### config.mk
export PLATFORM = sky130hd
export DESIGN_NAME = adder_result_display
export DESIGN_NICKNAME = d
export VERILOG_FILES = /design/src/rtl/adder_result_display.sv
export SDC_FILE = /design/constraint.sdc
export NUM_CORES = 1
export LEC_CHECK = 0
export CORE_UTILIZATION = 40
export CTS_CLUSTER_DIAMETER = 100
export DETAILED_ROUTE_END_ITERATION = 8
export PLACE_DENSITY = 0.66
export SLEW_MARGIN = 40
export SYNTH_ARGS = -nofsm -noshare
export SYNTH_HDL_FRONTEND = slang
export SYNTH_SLANG_ARGS = --single-unit
export TNS_END_PERCENT = 100
### constraint.sdc
create_clock -name clk -period 2.5 [get_ports clk]
set_input_delay 0.25 -clock clk [delete_from_list [all_inputs] [get_ports clk]]
set_output_delay 0.25 -clock clk [all_outputs]
set_load 0.005 [all_outputs]
### src/rtl/adder_result_display.sv
// Captures an upstream 2-bit adder's operands and result, flags sum mismatches and
// multiplexes a, b, cin and the result onto a 4-digit active-low seven-segment display.
module adder_result_display #(
  parameter int unsigned REFRESH_DIV = 100000
) (
  input  logic       clk,
  input  logic       reset,
  input  logic       load,
  input  logic [1:0] a,
  input  logic [1:0] b,
  input  logic       cin,
  input  logic [1:0] s,
  input  logic       cout,
  output logic [3:0] an,
  output logic [6:0] seg,
  output logic       dp,
  output logic       err_led,
  output logic [7:0] err_count
);

  localparam int unsigned PresW = (REFRESH_DIV > 1) ? $clog2(REFRESH_DIV) : 1;
  localparam logic [PresW-1:0] PresMax = PresW'(REFRESH_DIV - 1);

  logic [PresW-1:0] presc_q, presc_d;
  logic [1:0]       idx_q, idx_d;
  logic [1:0]       a_q, a_d, b_q, b_d;
  logic             cin_q, cin_d;
  logic [2:0]       res_q, res_d;
  logic             shown_q, shown_d;
  logic             err_led_q, err_led_d;
  logic [7:0]       err_cnt_q, err_cnt_d;
  logic [3:0]       an_q, an_d;
  logic [6:0]       seg_q, seg_d;

  logic [2:0] exp_sum;
  logic       mismatch;
  logic [2:0] digit;
  logic [6:0] digit_seg;

  always_comb begin
    exp_sum  = {1'b0, a} + {1'b0, b} + {2'b00, cin};
    mismatch = ({cout, s} != exp_sum);
  end

  // Scan prescaler and digit index run regardless of load or shown.
  always_comb begin
    presc_d = presc_q + PresW'(1);
    idx_d   = idx_q;
    if (presc_q == PresMax) begin
      presc_d = '0;
      idx_d   = idx_q + 2'd1;
    end
  end

  always_comb begin
    a_d       = a_q;
    b_d       = b_q;
    cin_d     = cin_q;
    res_d     = res_q;
    shown_d   = shown_q;
    err_led_d = err_led_q;
    err_cnt_d = err_cnt_q;
    if (load) begin
      a_d       = a;
      b_d       = b;
      cin_d     = cin;
      res_d     = {cout, s};
      shown_d   = 1'b1;
      err_led_d = mismatch;
      if (mismatch && (err_cnt_q != 8'hff)) begin
        err_cnt_d = err_cnt_q + 8'd1;
      end
    end
  end

  always_comb begin
    digit = 3'd0;
    unique case (idx_q)
      2'd0: digit = res_q;
      2'd1: digit = {2'b00, cin_q};
      2'd2: digit = {1'b0, b_q};
      2'd3: digit = {1'b0, a_q};
      default: digit = 3'd0;
    endcase
  end

  // Cathode order {g,f,e,d,c,b,a}, active-low.
  always_comb begin
    digit_seg = 7'b1111111;
    case (digit)
      3'd0: digit_seg = 7'b1000000;
      3'd1: digit_seg = 7'b1111001;
      3'd2: digit_seg = 7'b0100100;
      3'd3: digit_seg = 7'b0110000;
      3'd4: digit_seg = 7'b0011001;
      3'd5: digit_seg = 7'b0010010;
      3'd6: digit_seg = 7'b0000010;
      3'd7: digit_seg = 7'b1111000;
      default: digit_seg = 7'b1111111;
    endcase
  end

  always_comb begin
    an_d  = 4'b1111;
    seg_d = 7'b1111111;
    if (shown_q) begin
      an_d  = ~(4'b0001 << idx_q);
      seg_d = digit_seg;
    end
  end

  always_ff @(posedge clk) begin
    if (reset) begin
      presc_q   <= '0;
      idx_q     <= 2'd0;
      a_q       <= 2'd0;
      b_q       <= 2'd0;
      cin_q     <= 1'b0;
      res_q     <= 3'd0;
      shown_q   <= 1'b0;
      err_led_q <= 1'b0;
      err_cnt_q <= 8'd0;
      an_q      <= 4'b1111;
      seg_q     <= 7'b1111111;
    end else begin
      presc_q   <= presc_d;
      idx_q     <= idx_d;
      a_q       <= a_d;
      b_q       <= b_d;
      cin_q     <= cin_d;
      res_q     <= res_d;
      shown_q   <= shown_d;
      err_led_q <= err_led_d;
      err_cnt_q <= err_cnt_d;
      an_q      <= an_d;
      seg_q     <= seg_d;
    end
  end

  assign an        = an_q;
  assign seg       = seg_q;
  assign dp        = 1'b1;
  assign err_led   = err_led_q;
  assign err_count = err_cnt_q;

endmodule

==> results_dict.tcl <==
set metrics [dict create \
    r2r_start "idx_q[0]$_SDFFE_PP0N_" \
    power.net_switching_mw 0.332 \
    worst_slew_pin_slew_ns 0.623 \
    timing.reg2reg.setup_slack_ns 0.38 \
    slew_violations 0 \
    syn2layout_area_growth_pct 22.8 \
    sw_frac_of_total 0.231 \
    ir_drop_mv 0.325 \
    finalPower_mw 1.44 \
    htree_num_levels 2 \
    final_util 0.522 \
    synth_edf_count 0 \
    wl_per_cell_um 11.5 \
    via_per_inst 4.93 \
    synthesis.area_mm2 0.00222 \
    cts_sinks 48 \
    ant_nets 0 \
    ioPinCount 32 \
    tns_ns 0 \
    hp-class "input pin to flop" \
    diodes 0 \
    vias 1710 \
    drtIter0Drc 62 \
    cp.required_ns 2.73 \
    async_reset_ff_frac 0 \
    arrival_ns 2.66 \
    pwr_density_cell_mw_per_mm2 527 \
    cap_violations 0 \
    path_cells "clkdlybuf4s50_1, fa_2, inv_2, fa_1, xnor2_2, o31ai_4, buf_2, or4_4, a21oi_2" \
    p_comb_frac 0.119 \
    grt_pass1_wl_mm 7.04 \
    setup_slack_ns 0.0673 \
    clock_latency_ns 0.29 \
    clk_pin_slew_ns 0.08 \
    drive_above_1_share 0.0903 \
    yosys_register_bits 48 \
    grtUsageTotal 0.150 \
    grt_pass1_vias 1573 \
    die_x_um 76.6 \
    critical-path-max-stage-delay_ns 0.51 \
    synth_ff_type "dfxtp_1" \
    path_max_fanout 5 \
    drt-total-wl_mm 3.98 \
    status "finished, final reports clean" \
    syn-num-nets 268 \
    clock_path_buffers 2 \
    fmaxAchievable_ghz 0.411 \
    synth_seq_area_share 0.432 \
    p_leak_nw 1.05 \
    rows 26 \
    nNetsFinal 301 \
    cts_buffers 5 \
    fin_hold_ws_ns 0.288 \
    intPower_mw 1.11 \
    avgSynthCellArea_um2 9.15 \
    place_ws_ns -0.369 \
    ys_types 41 \
    portBuffers 30 \
    hold_viol 0 \
    rsz0062_at_grt "false" \
    p_clk_frac 0.320 \
    grt_max_degree 26 \
    grt_antenna_before_repair 0 \
    cts_tree "yes" \
    slew_headroom 0.580 \
    dpl.hpwl_mm 2.77 \
    design.die.area_mm2 0.00586 \
    endpoint "err_count[4]$_SDFFE_PP0P_" \
    fin_crit_sh 0.973 \
    gr-total-overflow 0 \
    ys.warnings.count 0 \
    root_buffer "clkbuf_8" \
    core-area_mm2 0.00524 \
    drt_pass1_iterations 5 \
    r2r_end "seg[0]$_SDFF_PP1_" \
    final.setup_skew_ns 0.00387 \
    crit_slowest_cell "or4_4" \
    setup_viol 0 \
    synthCells 243 \
    cp-end-kind "flop" \
    reg2regPathDepth 9 \
    fp.dieH_um 76.6 \
    crit_start "cin" \
    critPathKind "input pin to flop" \
    finalCriticalPeriod_ns 2.43 \
    initial_utilization 0.425 \
    drc 0 \
    start_kind "input pin" \
    power_frac_seq 0.561 \
    globalplace.congestion 0.751 \
]
[cell usage in the layout (no fill, tap or decap), types with 3 or more instances in the layout]
cell type,n
o31ai_1,3
nor3_1,3
ha_1,12
and4_1,4
mux2i_1,9
or3_1,6
buf_4,5
a21oi_1,9
nand2b_1,3
nand2_1,21
clkbuf_8,6
nor2b_1,4
and2_1,3
clkdlybuf4s50_1,28
nand4_1,6
dfxtp_1,48
nand3_1,9
xor2_1,12
inv_1,12
nor2_1,30
o21ai_0,11
[repair_timing]
item / in CTS / in global routing
buffers inserted: 0 / 1
hold buffers: 0 / 0
gates resized for setup: 3 / 8
setup endpoints to repair: 1 / 5
cloned: 0 / 1
pin swaps: 1 / 2
[area by class of cell]
class	count	area, um^2
inverters	13	48.8
fillers	514	2500
multi-input cells	171	1190
well taps	70	87.6
repair buffers	37	355
clock buffers	8	90.1
flip-flops and latches	48	961
[sequential cells by signal (all words and copies together), names as in the netlist, 2 cells and up]
register / count
a_q: 2
err_count: 8
presc_q: 17
res_q: 3
b_q: 2
an: 4
seg: 7
idx_q: 2
[cell usage after synthesis, types with 2 or more instances]
master / count / area [um^2]
a21oi_1: 10 / 50.1
and2_1: 3 / 18.8
and4_1: 4 / 35.0
buf_2: 2 / 10.0
buf_4: 2 / 15.0
buf_6: 2 / 22.5
clkbuf_1: 4 / 15.0
dfxtp_1: 48 / 961
fa_1: 2 / 40.0
ha_1: 12 / 150
inv_1: 13 / 48.8
mux2_2: 2 / 22.5
mux2i_1: 9 / 90.1
nand2_1: 21 / 78.8
nand2b_1: 3 / 18.8
nand3_1: 9 / 45.0
nand4_1: 6 / 37.5
nor2_1: 30 / 113
nor2b_1: 4 / 25.0
nor3_1: 3 / 15.0
o21a_1: 2 / 15.0
o21ai_0: 11 / 55.1
o31ai_1: 3 / 22.5
or3_1: 6 / 37.5
or4_1: 3 / 22.5
xnor2_1: 3 / 26.3
xor2_1: 12 / 105
[through the flow]
step           area (um^2)  cells
2_1_floorplan         2220    243
3_3_place_gp          2580    337
3_5_place_dp          2580    337
4_1_cts               2690    345
5_1_grt               2730    347
6_report              2730    347
[cells by family (layout without fill, tap and decap cells)]
logic type | after synthesis | after routing | synth area share
compound gates | 31 | 31 | 0.0905
xor+xnor | 15 | 15 | 0.0591
fa+ha+maj | 14 | 14 | 0.0855
buf+inv | 24 | 58 | 0.0517
flops | 48 | 48 | 0.432
mux | 12 | 12 | 0.0557
other cells | 1 | 1 | 0.00169
simple gates | 98 | 98 | 0.224
[worst min-delay path by stage]
stage	startpoint	endpoint	slack, ns	depth (start not counted)
global placement	presc_q[0]$_SDFF_PP0_	presc_q[0]$_SDFF_PP0_	0.43	1
finish	b[0]	b_q[0]$_SDFFE_PP0P_	0.29	3
detailed placement	presc_q[0]$_SDFF_PP0_	presc_q[0]$_SDFF_PP0_	0.44	1
global route	b[0]	b_q[0]$_SDFFE_PP0P_	0.31	3
floorplan	s[0]	res_q[0]$_SDFFE_PP0P_	0.40	2
CTS	a[0]	a_q[0]$_SDFFE_PP0P_	0.39	3
[layer usage]
metal  wire, um  GRT usage  up-vias  part of all wire
li1           -          -      888                 -
met1       2020      0.191      780              0.51
met2       1760      0.236       37              0.44
met3        162     0.0539        5             0.041
met4         45     0.0462        0             0.011
met5          0          0        -                 0
[power by group through the flow]
| stage | registers (mW) | clock network [mW] | logic (mW) |
|---|---|---|---|
| finish | 0.807 | 0.460 | 0.172 |
| global route | 0.811 | 0.526 | 0.190 |
| detailed placement | 0.825 | 0 | 0.155 |
| global placement | 0.825 | 0 | 0.154 |
| floorplan | 0.822 | 0 | 0.0903 |
| CTS | 0.807 | 0.480 | 0.157 |
[critical path: cells and delay by family]
kind / cells / cell delay [ns]
XOR/XNOR: 1 / 0.19
AND/OR/NAND/NOR: 1 / 0.51
buffers and inverters: 3 / 0.67
adder cells (fa/ha/maj): 2 / 0.80
AO/OA/AOI/OAI: 2 / 0.25
(Power assumes the default switching activity.)
